File: config.mk
export PLATFORM = sky130hd
export DESIGN_NAME = ifu_fetch
export DESIGN_NICKNAME = d
export VERILOG_FILES = /design/src/rtl/ifu_fetch.sv
export SDC_FILE = /design/constraint.sdc
export NUM_CORES = 1
export LEC_CHECK = 0
export BUFFER_PORTS_ARGS = -buffer_cell sky130_fd_sc_hd__buf_2
export CELL_PAD_IN_SITES_DETAIL_PLACEMENT = 0
export CELL_PAD_IN_SITES_GLOBAL_PLACEMENT = 1
export CORE_UTILIZATION = 31
export CTS_CLUSTER_DIAMETER = 150
export DETAILED_ROUTE_END_ITERATION = 6
export PLACE_DENSITY = 0.9
export SLEW_MARGIN = 20
export SYNTH_ARGS = -nofsm -noshare
export SYNTH_HDL_FRONTEND = slang
export SYNTH_SLANG_ARGS = --single-unit
export TNS_END_PERCENT = 1
File: constraint.sdc
create_clock -name clk -period 3.8 [get_ports clk]
set_clock_uncertainty 0.05 [all_clocks]
set_input_delay 0.19 -clock clk [delete_from_list [all_inputs] [get_ports clk]]
set_output_delay 0.19 -clock clk [all_outputs]
set_load 0.01 [all_outputs]
File: src/rtl/ifu_fetch.sv
// Instruction fetch unit: holds the PC, reads one instruction per fetch over AR/R, and hands it to decode.
// Latency: 4 cycles REQ->REQ with an immediate memory, decode and commit side; one outstanding read.
// Backpressure: stalls on arready/rvalid/m_ready/npc_valid hold state and every output unchanged.
module ifu_fetch #(
    parameter logic [31:0] RESET_PC = 32'h80000000
) (
    input  logic        clk,
    input  logic        rst,
    output logic [31:0] araddr,
    output logic        arvalid,
    input  logic        arready,
    input  logic [31:0] rdata,
    input  logic [1:0]  rresp,
    input  logic        rvalid,
    output logic        rready,
    output logic [31:0] instF,
    output logic [31:0] pcF,
    output logic [31:0] snpcF,
    output logic        m_valid,
    input  logic        m_ready,
    input  logic        npc_valid,
    input  logic [31:0] npc,
    output logic        fetch_err
);

    typedef enum logic [1:0] {
        REQ      = 2'd0,
        WAIT_R   = 2'd1,
        SEND     = 2'd2,
        WAIT_NPC = 2'd3
    } state_t;

    state_t      r_state;
    state_t      w_state_nxt;
    logic [31:0] r_pc;
    logic [31:0] r_inst;
    logic        r_err;

    // State register; reset returns to REQ from any state, including mid-transaction.
    always_ff @(posedge clk) begin
        if (rst) begin
            r_state <= REQ;
        end else begin
            r_state <= w_state_nxt;
        end
    end

    // Next-state and handshake decode; handshake outputs are forced low while rst is held
    // so a reset landing mid-transaction drops them in the same cycle.
    always_comb begin
        w_state_nxt = r_state;
        arvalid     = 1'b0;
        rready      = 1'b0;
        m_valid     = 1'b0;
        case (r_state)
            REQ: begin
                arvalid = ~rst;
                if (arready) begin
                    w_state_nxt = WAIT_R;
                end
            end
            WAIT_R: begin
                rready = ~rst;
                if (rvalid) begin
                    w_state_nxt = SEND;
                end
            end
            SEND: begin
                m_valid = ~rst;
                if (m_ready) begin
                    w_state_nxt = WAIT_NPC;
                end
            end
            WAIT_NPC: begin
                if (npc_valid) begin
                    w_state_nxt = REQ;
                end
            end
            default: begin
                w_state_nxt = REQ;
            end
        endcase
    end

    // Datapath: capture read data only in WAIT_R, take the next PC only in WAIT_NPC.
    // The error flag is sticky; a bad response or misaligned PC never blocks the flow.
    always_ff @(posedge clk) begin
        if (rst) begin
            r_pc   <= RESET_PC;
            r_inst <= 32'h0;
            r_err  <= 1'b0;
        end else begin
            if (r_state == WAIT_R && rvalid) begin
                r_inst <= rdata;
                if (rresp != 2'b00) begin
                    r_err <= 1'b1;
                end
            end
            if (r_state == WAIT_NPC && npc_valid) begin
                r_pc <= npc;
                if (npc[1:0] != 2'b00) begin
                    r_err <= 1'b1;
                end
            end
        end
    end

    assign araddr    = r_pc;
    assign pcF       = r_pc;
    assign snpcF     = r_pc + 32'd4;
    assign instF     = r_inst;
    assign fetch_err = r_err;

endmodule

==> flow_summary.yaml, run 1 <==
drt:
  routed_via_density: 4.69
  vias: 3447
  routed_wl_mm: 10.1
  detail-route-antenna-nets: 0
  wire_per_inst_um: 13.7
  first_pass_iters: 4
  route.detailed.drc: 0
  drt_iter0_markers: 186
cts:
  cts_made_buffers: 9
  cts_buffer_depth: 2
  holdBufCountCts: 6
  htreeDepth: 3
  clkSinkCount: 67
  insertion_delay_ns: 0.34
  root_buffer: "clkbuf_8"
  cts_setup_buffers: 0
  ctsResizeCount: 0
  cts_tree: "yes"
  clk_pin_slew_worst_paths_ns: 0.08
synth:
  yosysWarnings: 0
  yosys-top-cells-area: "dfxtp_1 (41%), nand2_1 (16%), a21oi_1 (9.7%), buf_4 (8.0%), xor2_1 (4.8%)"
  synth.most_common_cell: "nand2_1"
  synth_top_area_share_pct: 40.7
  syn_area_sq_um: 3290
  ys_async_sr_fraction_pct: 0
  synth-main-ff-cell: "dfxtp_1"
  ys_ff_latch: 67
  syn_nets: 506
  synth_cell_types: 27
  synth_commonest_cells: "nand2_1 (140), dfxtp_1 (67), a21oi_1 (64)"
  synth_edf_count: 0
  syn_inst: 429
  ys_seq_area_share_pct: 40.7
  yosysTopAreaCell: "dfxtp_1"
  syn_area_per_cell_sq_um: 7.68
place:
  place_congestion: 0.817
  port_buffers: 203
  placed_area_sq_um: 4150
  dp_hpwl_mm: 7.46
layout:
  design_area_sq_um: 4430
  layout.nets: 671
  drive_gt1_share_pct: 39.0
  area_delta_synth_final_pct: 34.4
sta:
  tightest_slew_ns: 1.07
  period_needed_ns: 2.42
  drv_slew: 0
  slew_headroom_pct: 28.3
  fmax_mhz: 413
  finalHoldViolCount: 0
  finalCritPeriodShare_pct: 63.8
  rsz0062_at_grt: "no"
  report.final.setup_viol: 0
  timing.setup.tns_ns: 0
setup_path:
  required_ns: 3.56
  worst-path-stages: 6
  critPathLaunchType: "flip-flop"
  crit_type: "flip-flop to primary output"
  cp_slowest_cell: "dfxtp_1"
  rrSetupSlack_ns: 1.84
  critPathMaxFanout: 7
  critPathTopFamily: "simple AND/OR/NAND/NOR gates"
  crit_chain: "ha_1 -> and3_1 -> nand2_1 -> nor3_1 -> xor2_1 -> buf_2"
  cp_slowest_stage_delay_ns: 0.46
  worstPathArrival_ns: 2.18
  cp_num_buf_inv: 1
  reg2regPathDepth: 6
  endpoint_kind: "primary output"
floorplan:
  die_w_um: 105
  die_h_um: 105
  start_util_pct: 31.9
  die-area_sq_um: 11000
  ios: 204
  rows: 37
  coreArea_sq_um: 10300
pwr:
  power_mw: 1.90
  ir_drop_mv: 0.220
  power.density_nw_per_um2: 430
  p_leak_nw: 2.17
hold_path:
  hp-class: "input port to flip-flop"
  worstHoldPathCells: 3
grt:
  grt_overflow: 0
  gr-usage-all-layers_pct: 18.3
  grt_max_degree: 43
  grt_pass1_wl_mm: 15.8
  antenna_found_initial: 2
  grt_pass1_vias: 3223
outcome:
  status: "completed"
flow_run:
  drv_cap: 0
layout by cell type, fill, tap and decap left out, drive strengths merged:
cell type    synthesis  final
and4                 4      4
nand2              140    140
clkinvlp             0      2
clkbuf              22     11
xnor2               10     10
dfxtp               67     67
nor4                 8      8
clkinv               0      1
inv                  7      7
o21ai                1      1
mux2i                1      1
diode                0      1
nor3                 6      6
buf                 36    206
nor2                11     11
nand4                5      5
a2111oi              1      1
nand3b               1      1
bufinv               0      1
dlygate4sd3          0      6
xor2                18     18
and3                 3      3
a21oi               64     64
nand3               11     11
ha                   5      5
and2                 2      2
nor2b                6      6
cell type report:
type,instances,area (sq um)
Antenna cell,1,2.50
Clock buffer,11,151
Clock inverter,4,50.0
Fill cell,1068,5900
Inverter,7,26.3
Multi-Input combinational cell,297,1580
Sequential cell,67,1340
Tap cell,136,170
Timing Repair Buffer,212,1110
where the power goes:
group	internal (mW)	leakage (nW)	switching [mW]
registers	0.773	0.542	0.0584
logic	0.195	1.53	0.264
clock network	0.334	0.0974	0.278
total	1.30	2.17	0.600
metal layers:
layer | track usage, % | vias to the layer above | wire length (um)
li1 | - | 1689 | -
met1 | 20.9 | 1579 | 4300
met2 | 31.3 | 162 | 4810
met3 | 5.55 | 15 | 776
met4 | 8.25 | 2 | 169
met5 | 0 | - | 13
tightest hold or removal path, cell delays in order:
cell,delay (ns)
buf_2,0.10
nand2_1,0.05
a21oi_1,0.05
final timing paths:
check / startpoint / to
max: araddr[2] / snpcF[20]
min: npc[19] / araddr[19]
max reg2reg: r_state[1] / fetch_err
min reg2reg: instF[5] / instF[5]
per-stage QoR:
step | setup slack [ns] | hold WS [ns] | std cells | utilization [%]
floorplan | 2.02 | 0.264 | 429 | -
global placement | 1.87 | 0.354 | 712 | 40.2
detailed placement | 1.76 | 0.364 | 712 | 40.2
CTS | 1.36 | 0.000667 | 733 | 42.7
global route | 1.21 | 0.0103 | 735 | 42.9
finish | 1.38 | 0.0281 | 735 | 42.9
kinds of logic (layout without fill, tap and decap cells):
group,count (synthesis),count (layout),synth area share [%]
other cells,0,1,0
compound gates,66,66,10.3
xor+xnor,28,28,7.44
mux,1,1,0.304
fa+ha+maj,5,5,1.90
flops,67,67,40.7
buf+inv,65,234,11.4
simple gates,197,197,27.9
state kept, by name (all words and copies together) (netlist names):
register   cells
araddr        32
fetch_err      1
instF         32
r_state        2
Note: power is estimated with default switching activity, not from simulation.
==> run 2, diff against run 1 <==
- ABC_AREA: unset -> 1
- CORE_UTILIZATION: 31 -> 29
- PLACE_DENSITY: 0.9 -> 0.86
- clock period: 3.8 -> 2.3 ns (I/O delays scaled with it)
==> flow_summary.yaml, run 2 <==
pwr:
  ir_drop_mv: 0.548
  p_leak_nw: 2.62
  power.density_nw_per_um2: 859
synth:
  synth-main-ff-cell: "dfxtp_1"
  syn_area_per_cell_sq_um: 6.64
  synth_commonest_cells: "nor2_1 (152), nand2_1 (96), dfxtp_1 (67)"
  synth_edf_count: 0
  synth-compound-area-share_pct: 11.0
  synth_top_area_share_pct: 38.0
  synth_xor_area_share_pct: 3.72
  syn_nets: 609
  synthAdderAreaFrac_pct: 1.77
  ys_ff_latch: 67
  synth-simple-area-share_pct: 32.5
  synth.most_common_cell: "nor2_1"
  syn_inst: 532
  synthMuxAreaShare_pct: 0
  yosys-top-cells-area: "dfxtp_1 (38%), nor2_1 (16%), nand2_1 (10%), o21ai_0 (9.2%), buf_4 (7.2%)"
  synth_top_family_by_area: "simple AND/OR/NAND/NOR gates"
  yosysWarnings: 0
  ys_seq_area_share_pct: 38.0
  syn_area_sq_um: 3530
  ys_async_sr_fraction_pct: 0
  synth_cell_types: 21
  yosysTopAreaCell: "dfxtp_1"
setup_path:
  cp_slowest_stage_delay_ns: 0.54
  critPathMaxFanout: 6
  required_ns: 2.13
  critPathLaunchType: "flip-flop"
  endpoint_kind: "primary output"
  crit_top_cell: "nand2_1"
  worstPathArrival_ns: 1.88
  rrSetupSlack_ns: 0.70
  cp_slowest_cell: "dfxtp_1"
  crit_type: "flip-flop to primary output"
  crit_chain: "nand2_1 -> nor2_1 -> nand2_1 -> nor2_4 -> xor2_1 -> buf_2"
grt:
  grt_pass1_vias: 3910
  grt_pass1_wl_mm: 19.4
  grt_max_degree: 51
  antenna_found_initial: 0
  grt_overflow: 0
  gr-usage-all-layers_pct: 19.7
layout:
  design_area_sq_um: 5290
  area_delta_synth_final_pct: 49.6
  layout_common_cells: "buf_2 (203), nor2_1 (152), nand2_1 (96)"
  fin_cells: 895
  drive_gt1_share_pct: 32.2
  layout.nets: 824
  final_common_cell: "buf_2"
  antenna_cells: 0
sta:
  tightest_slew_ns: 0.735
  period_needed_ns: 2.05
  timing.setup.tns_ns: 0
  slew_headroom_pct: 50.9
  report.final.setup_viol: 0
  rsz0062_at_grt: "no"
  finalCritPeriodShare_pct: 89.1
  drv_slew: 0
  fmax_mhz: 488
  finalHoldViolCount: 0
floorplan:
  coreArea_sq_um: 11700
  die_w_um: 112
  ios: 204
  start_util_pct: 30.3
  rows: 39
  die_h_um: 112
  die-area_sq_um: 12600
drt:
  routed_wl_mm: 12.1
  vias: 4062
  wire_per_inst_um: 13.5
  route.detailed.drc: 0
  first_pass_iters: 4
  detail-route-antenna-nets: 0
  routed_via_density: 4.54
  drt_iter0_markers: 183
cts:
  cts_tree: "yes"
  htreeDepth: 3
  cts_buffer_depth: 2
  clk_pin_slew_worst_paths_ns: 0.06
  clkSinkCount: 67
  ctsResizeCount: 0
  holdBufCountCts: 46
  cts_made_buffers: 9
  cts_setup_buffers: 0
  insertion_delay_ns: 0.33
  root_buffer: "clkbuf_16"
flow_run:
  drv_cap: 0
place:
  port_buffers: 203
  place_inst: 832
  dp_hpwl_mm: 8.87
  place_congestion: 0.877
  placed_area_sq_um: 4440
hold_path:
  hp-class: "input port to flip-flop"
outcome:
  status: "completed"
run 2: path summary, 6_finish.rpt:
| path | start | endpoint | cells past startpoint |
|---|---|---|---|
| max | araddr[14] | snpcF[15] | 6 |
| min reg2reg | instF[1] | instF[1] | 2 |
| max reg2reg | r_state[0] | araddr[16] | 5 |
| min | rdata[4] | instF[4] | 3 |
run 2: worst max-delay path, delay by kind of cell, from the launching register on:
kind	cells	cell delay (ns)
xor gates and xnor gates	1	0.18
DFF	1	0.54
and+or+nand+nor	4	0.67
buffers and inverters	1	0.16
run 2: kinds of logic (layout without fill, tap and decap cells):
| group | Yosys count | after routing |
|---|---|---|
| buffers and inverters | 87 | 307 |
| flip-flops | 67 | 67 |
| AO/OA/AOI/OAI | 77 | 77 |
| adder cells (fa/ha/maj) | 5 | 5 |
| AND/OR/NAND/NOR | 281 | 281 |
| XOR/XNOR | 15 | 15 |
run 2: routing by layer:
| metal | share of wire (%) | vias up | global-route usage, % |
|---|---|---|---|
| li1 | - | 2056 | - |
| met1 | 42 | 1807 | 21.7 |
| met2 | 49 | 182 | 35.9 |
| met3 | 7.2 | 17 | 5.83 |
| met4 | 1.6 | 0 | 6.49 |
| met5 | 0 | - | 0 |
run 2: area by class of cell:
cell class              count  area, sq um
repair buffers            256         1530
clock inverters             7          148
fillers                  1173         6380
flip-flops and latches     67         1340
clock buffers               9          225
multi-input cells         378         1730
inverters                  35          131
well taps                 143          179
run 2: where the power goes:
part	leakage (nW)	internal (mW)	total [mW]	switching [mW]
sequential	0.545	1.36	1.55	0.191
combinational	1.90	0.533	1.24	0.708
clock	0.178	1.18	1.74	0.562
run 2: metrics by stage:
| stage | power (mW) | utilization (%) | hold slack (ns) | setup WS (ns) |
|---|---|---|---|---|
| final | 4.54 | 45.3 | 0.00976 | 0.250 |
| after global routing | 4.80 | 45.3 | 0.0335 | 0.0658 |
| after CTS | 4.58 | 45.2 | 0.000389 | 0.184 |
| after detailed placement | 2.76 | 38.1 | 0.299 | 0.562 |
| after global placement | 2.73 | 38.1 | 0.288 | 0.577 |
| after floorplan | 2.30 | - | 0.134 | 0.800 |
